**src/rtl/gdc_pkg.sv**
```systemverilog
// rtl/gdc_pkg.sv - shared encodings for the garage-door supervisor
package gdc_pkg;

  // Supervisor sequencing states
  typedef enum logic [2:0] {
    ST_IDLE   = 3'd0,
    ST_ISSUE  = 3'd1,
    ST_WAIT   = 3'd2,
    ST_TRAVEL = 3'd3,
    ST_HOLD   = 3'd4,
    ST_FAULT  = 3'd5
  } sup_state_t;

  // Latched fault causes reported on FAULT_CODE
  localparam logic [1:0] FC_NONE     = 2'b00;
  localparam logic [1:0] FC_TIMEOUT  = 2'b01;
  localparam logic [1:0] FC_OBSTRUCT = 2'b10;
  localparam logic [1:0] FC_SENSOR   = 2'b11;

  // Motor FSM states, {DN_M, UP_M} as seen by the supervisor
  typedef enum logic [1:0] {
    MOT_STOP = 2'b00,
    MOT_UP   = 2'b01,
    MOT_DOWN = 2'b10
  } motor_state_t;

  // Cycles allowed between entering WAIT and seeing the motor move
  localparam int WAIT_WINDOW = 2;

  // Counter width for a count of n; never narrower than one bit
  function automatic int cnt_width(input int n);
    return (n > 1) ? $clog2(n) : 1;
  endfunction

endpackage

```
**src/rtl/gdc_debounce.sv**
```systemverilog
// rtl/gdc_debounce.sv - button debouncer with registered level and rise pulse
module gdc_debounce
  import gdc_pkg::*;
#(
  parameter int DEB_CYC = 4
) (
  input  logic CLK,
  input  logic RST,
  input  logic din,
  output logic level,
  output logic rise
);

  localparam int CW = cnt_width(DEB_CYC);
  localparam logic [CW-1:0] CNT_LAST = CW'(DEB_CYC - 1);

  // Consecutive-high sample count; stops at CNT_LAST so it never wraps
  logic [CW-1:0] cnt;

  // Level rises on the DEB_CYC-th consecutive high sample, drops on any low sample
  always_ff @(posedge CLK or negedge RST) begin
    if (!RST) begin
      cnt   <= '0;
      level <= 1'b0;
      rise  <= 1'b0;
    end else if (!din) begin
      cnt   <= '0;
      level <= 1'b0;
      rise  <= 1'b0;
    end else if (level) begin
      rise <= 1'b0;
    end else if (cnt == CNT_LAST) begin
      level <= 1'b1;
      rise  <= 1'b1;
    end else begin
      cnt  <= cnt + 1'b1;
      rise <= 1'b0;
    end
  end

endmodule

```
**src/rtl/gdc_supervisor.sv**
```systemverilog
// rtl/gdc_supervisor.sv - request arbitration and fault supervision for the door motor FSM
module gdc_supervisor
  import gdc_pkg::*;
#(
  parameter int DEB_CYC        = 4,
  parameter int TRAVEL_TMO_CYC = 4096,
  parameter int AUTO_CLOSE_CYC = 1024
) (
  input  logic       CLK,
  input  logic       RST,
  input  logic       BTN_WALL,
  input  logic       BTN_REMOTE,
  input  logic       OBSTRUCT,
  input  logic       AC_EN,
  input  logic       FAULT_CLR,
  input  logic       UP_Max,
  input  logic       DN_Max,
  input  logic       UP_M,
  input  logic       DN_M,
  output logic       Activate,
  output logic       FAULT,
  output logic [1:0] FAULT_CODE,
  output logic       BUSY,
  output logic       AC_PEND
);

  localparam int TW = cnt_width(TRAVEL_TMO_CYC);
  localparam int HW = cnt_width(AUTO_CLOSE_CYC);
  localparam logic [TW-1:0] TRAVEL_LAST = TW'(TRAVEL_TMO_CYC - 1);
  localparam logic [HW-1:0] HOLD_LOAD   = HW'(AUTO_CLOSE_CYC - 1);
  localparam logic          WAIT_LAST   = 1'(WAIT_WINDOW - 1);

  logic wall_level, wall_rise;
  logic remote_level, remote_rise;
  logic req;

  sup_state_t    state, state_nxt;
  logic [1:0]    code_nxt;
  logic [TW-1:0] travel_cnt, travel_nxt;
  logic [HW-1:0] hold_cnt, hold_nxt;
  logic          wait_cnt, wait_nxt;

  gdc_debounce #(.DEB_CYC(DEB_CYC)) u_deb_wall (
    .CLK   (CLK),
    .RST   (RST),
    .din   (BTN_WALL),
    .level (wall_level),
    .rise  (wall_rise)
  );

  gdc_debounce #(.DEB_CYC(DEB_CYC)) u_deb_remote (
    .CLK   (CLK),
    .RST   (RST),
    .din   (BTN_REMOTE),
    .level (remote_level),
    .rise  (remote_rise)
  );

  // Request is the rising edge of the ORed debounced buttons: simultaneous presses,
  // or one button pressed while the other is already held, give a single request
  always_comb begin
    req = (wall_rise | remote_rise)
        & ~(wall_level & ~wall_rise)
        & ~(remote_level & ~remote_rise);
  end

  // Next-state and counter decisions, with faults ahead of normal progress
  always_comb begin
    state_nxt  = state;
    code_nxt   = FAULT_CODE;
    travel_nxt = travel_cnt;
    hold_nxt   = hold_cnt;
    wait_nxt   = wait_cnt;
    case (state)
      ST_IDLE: begin
        if (req) begin
          if (UP_Max & DN_Max) begin
            state_nxt = ST_FAULT;
            code_nxt  = FC_SENSOR;
          end else if (UP_Max ^ DN_Max) begin
            state_nxt = ST_ISSUE;
          end
        end
      end
      ST_ISSUE: begin
        state_nxt = ST_WAIT;
        wait_nxt  = 1'b0;
      end
      ST_WAIT: begin
        if (UP_M | DN_M) begin
          state_nxt  = ST_TRAVEL;
          travel_nxt = '0;
        end else if (wait_cnt == WAIT_LAST) begin
          state_nxt = ST_FAULT;
          code_nxt  = FC_SENSOR;
        end else begin
          wait_nxt = 1'b1;
        end
      end
      ST_TRAVEL: begin
        if (travel_cnt != TRAVEL_LAST) begin
          travel_nxt = travel_cnt + 1'b1;
        end
        if (OBSTRUCT & DN_M) begin
          state_nxt = ST_FAULT;
          code_nxt  = FC_OBSTRUCT;
        end else if (travel_cnt == TRAVEL_LAST) begin
          state_nxt = ST_FAULT;
          code_nxt  = FC_TIMEOUT;
        end else if (!UP_M && !DN_M) begin
          if (UP_Max & AC_EN) begin
            state_nxt = ST_HOLD;
            hold_nxt  = HOLD_LOAD;
          end else begin
            state_nxt = ST_IDLE;
          end
        end
      end
      ST_HOLD: begin
        if (!AC_EN || !UP_Max) begin
          state_nxt = ST_IDLE;
        end else if (req) begin
          state_nxt = ST_ISSUE;
        end else if (OBSTRUCT) begin
          hold_nxt = HOLD_LOAD;
        end else if (hold_cnt == '0) begin
          state_nxt = ST_ISSUE;
        end else begin
          hold_nxt = hold_cnt - 1'b1;
        end
      end
      ST_FAULT: begin
        if (FAULT_CLR) begin
          state_nxt = ST_IDLE;
          code_nxt  = FC_NONE;
        end
      end
      default: begin
        state_nxt = ST_IDLE;
      end
    endcase
  end

  // State, counters and outputs all registered from the next-state decision
  always_ff @(posedge CLK or negedge RST) begin
    if (!RST) begin
      state      <= ST_IDLE;
      travel_cnt <= '0;
      hold_cnt   <= '0;
      wait_cnt   <= 1'b0;
      Activate   <= 1'b0;
      FAULT      <= 1'b0;
      FAULT_CODE <= FC_NONE;
      BUSY       <= 1'b0;
      AC_PEND    <= 1'b0;
    end else begin
      state      <= state_nxt;
      travel_cnt <= travel_nxt;
      hold_cnt   <= hold_nxt;
      wait_cnt   <= wait_nxt;
      Activate   <= (state_nxt == ST_ISSUE);
      FAULT      <= (state_nxt == ST_FAULT);
      FAULT_CODE <= code_nxt;
      BUSY       <= (state_nxt inside {ST_ISSUE, ST_WAIT, ST_TRAVEL});
      AC_PEND    <= (state_nxt == ST_HOLD);
    end
  end

endmodule

```
**config.mk**
```make
export PLATFORM = sky130hd
export DESIGN_NAME = gdc_supervisor
export DESIGN_NICKNAME = d
export VERILOG_FILES = /design/src/rtl/gdc_pkg.sv /design/src/rtl/gdc_debounce.sv /design/src/rtl/gdc_supervisor.sv
export SDC_FILE = /design/constraint.sdc
export NUM_CORES = 1
export LEC_CHECK = 0
export CAP_MARGIN = 20
export CORE_ASPECT_RATIO = 1.1
export CORE_MARGIN = 5
export CORE_UTILIZATION = 25
export DETAILED_ROUTE_END_ITERATION = 12
export SETUP_SLACK_MARGIN = 0.4
export SYNTH_ARGS = -nofsm -noshare
export SYNTH_HDL_FRONTEND = slang
export SYNTH_HIERARCHICAL = 1
export SYNTH_SLANG_ARGS = --single-unit
```
**constraint.sdc**
```tcl
create_clock -name CLK -period 2 [get_ports CLK]
set_input_delay 0.2 -clock CLK [delete_from_list [all_inputs] [get_ports CLK]]
set_output_delay 0.2 -clock CLK [all_outputs]
set_load 0.05 [all_outputs]
```
==> results.tsv <==
metric	value	unit
core_area	0.008364	mm²
synth_fp_nets	239	
htreeDepth	2	
ys_warn_count	6	
yosysTopAreaCellShare	46.67	%
cts_tree	built	
wl	5568	µm
rsz0062_at_grt	true	
dr_wl_met2	2783	µm
synth_top_family_by_area	simple AND/OR/NAND/NOR gates	
finalHoldViolations	0	
leakage	1.347	nW
max_freq	488.7	MHz
status	finished, violations left	
synth_fa_ha_area_share	3.501	%
grt_overflow	0	
cts_sinks	40	
arrival	2210	ps
synth_compound_gate_area_share	18.79	%
grt_max_degree	25	
drive_above_1_share	33.90	%
synth_area_leader_cell	dfrtp_1	
avgViaCountPerCell	4.823	
clkPwrFrac	17.1	%
detailroute.via_count	1958	
dp_hpwl	3658	µm
dieArea	0.01053	mm²
crit_type	reg2reg	
path_cells	ha_2 > nand3_2 > nor4_4 > buf_6 > o32ai_4 > nor4_4 > and2_4 > buf_6 > a41oi_1	
yosys.area_share.simple	22.93	%
ir_worst_vdd	396.9	µV
postRouteAntennaNets	0	
drt-met1-wl	2426	µm
cts_root_buffer	clkbuf_8	
violations	negative setup slack	
setup-violations-final	10	
place_area	0.002766	mm²
drc_errors	0	
insertion_delay	300	ps
fin_crit_sh	102.3	%
place_congestion	0.8470	
fin_setup_tns	-324.8	ps
die_x	98.31	µm
skew	13.74	ps
finalWorstSetupSlack	-46.12	ps
p_int	2.346	mW
crit_path_top_delay_cell	dfrtp_1	
yosysSeqAreaShare	46.67	%
antenna_cells	0	
start_kind	flop	
synth-edff-count	0	
p_sw_share	39.59	%
dp_slack	-340.1	ps
end_kind	flop	
drt_iter0_drc	66	
place_inst	386	
pwr_density_cell	1228	mW/mm²
worstPathMaxFanout	5	
synth_area_leaders	dfrtp_1 47%, nand2_1 4.2%, xor2_1 4.1%	
power.total	3.884	mW
required	2170	ps
dr_wl_met3	217	µm
clkTransAtPathRegs	90	ps
wire_per_inst	13.71	µm
crit_path_max_incr_delay	370	ps
syn_area	0.002145	mm²
postLayoutCellArea	0.003163	mm²
antenna_found_initial	0	
grtUsageTotal	10.48	%
synthArstFlopShare	100.0	%
firstDrtPassIters	4	
tightestPinTransition	586.9	ps
synth_cell_type_count	43	
io-pin-count	17	
portBuffers	16	
max_slew_margin	60.66	%
combPwrFrac	50.8	%
switching_power	1.538	mW
fin_util	37.82	%
synth-main-ff-cell	dfrtp_1	
rows	35	
avgSynthCellArea	9.660	µm²
min_period	2046	ps
final_common_cell	buf_4	
hp-class	in2async	
start_util	25.64	%
synth-xor-area-share	4.492	%
synthMuxAreaShare	1.050	%
seq_power_share	32.1	%
num-nets-final	311	
highest-signal-layer	met4	
cts_buffers	5	
maxSlewViolCount	0	
holdWs	363.6	ps
final_cell_mix	46 x buf_4, 37 x dfrtp_1, 23 x nand2_1, 18 x nor2_1, 11 x a31oi_1	
cts_buffer_depth	2	
syn_to_final_growth	47.49	%
ys_seq_elements	40	
chipHeight	107.1	µm
max-cap-violations	0	
grt_pass1_vias	2004	
grt_pass1_wl	9121	µm
synth_cells	222	
fin_cells	406	
-- what timing repair did --
item | in CTS | in global routing
hold buffers | 1 | 0
resized for setup | 29 | 19
buffers inserted | 4 | 6
endpoints found under the setup margin | 36 | 31
pin swaps | 6 | 20
endpoints found under the hold margin | 16 | 0
cloned | 1 | 0
-- layout make-up --
type / instances / area [µm²]
multi-input combinational: 169 / 1286
timing repair buffer: 72 / 603.1
clock buffer: 6 / 72.57
tap: 111 / 138.9
clock inverter: 2 / 35.03
sequential: 40 / 1005
inverter: 6 / 22.52
fill: 798 / 5201
-- cell families (layout without fill, tap and decap cells) --
logic type               after synthesis  after routing
AND/OR/NAND/NOR                       95             95
buffers and inverters                 13             86
XOR/XNOR                              11             11
AO/OA/AOI/OAI                         55             55
multiplexers                           2              2
flip-flops                            40             40
adder cells (fa/ha/maj)                6              6
-- path summary, 6_finish.rpt --
kind | start | endpoint | slack (ps) | cells after the start
min in group CLK | FAULT_CODE[1] | FAULT_CODE[1] | 500 | 1
min | RST | u_deb_remote/rise | 360 | 2
min reg2reg | FAULT_CODE[1] | FAULT_CODE[1] | 500 | 1
max in group asynchronous | RST | state[2] | 970 | 3
max | travel_cnt[1] | hold_cnt[3] | -50 | 9
max reg2reg | travel_cnt[1] | hold_cnt[3] | -50 | 9
-- critical path, delay by kind of cell, from the launching register on --
kind,cells,cell delay [ps]
AND/OR/NAND/NOR,4,830
flip-flops,1,370
buffers and inverters,2,280
AO/OA/AOI/OAI,2,220
adder cells (fa/ha/maj),1,210
-- cells in the mapped netlist, types with 2 or more instances --
master	instances
a21boi_1	2
buf_2	2
nand2b_1	5
and3_1	3
nor2_1	18
o21a_1	4
nor2b_1	5
a21oi_1	5
o211ai_1	3
a41oi_1	7
ha_1	6
mux2_2	2
o31ai_1	4
or3_1	6
nand2_1	24
dfrtp_1	40
o21ai_0	8
nand3_1	11
xor2_1	10
nor3_1	10
a31oi_1	11
nor3b_1	4
nand4_1	3
nor4_1	2
clkbuf_1	4
inv_1	6
-- sequential cells by signal, indices dropped and copies added (netlist names), 2 cells and up --
name	cells
FAULT_CODE	2
travel_cnt	12
u_deb_remote/cnt	2
u_deb_wall/cnt	2
state	3
hold_cnt	10
-- layer usage --
| layer | vias up | global-route usage, % |
|---|---|---|
| met5 | - | 0 |
| met4 | 0 | 4.293 |
| met3 | 14 | 2.342 |
| met2 | 40 | 18.26 |
| met1 | 952 | 12.41 |
| li1 | 952 | - |
-- power by group through the flow --
stage	clock, mW	combinational [mW]	sequential (mW)
global placement	0	1.59	1.24
finish	0.665	1.97	1.25
CTS	0.684	1.82	1.23
floorplan	0	0.821	1.37
detailed placement	0	1.61	1.24
global route	0.720	2.12	1.28
Note: power is estimated with default switching activity, not from simulation.
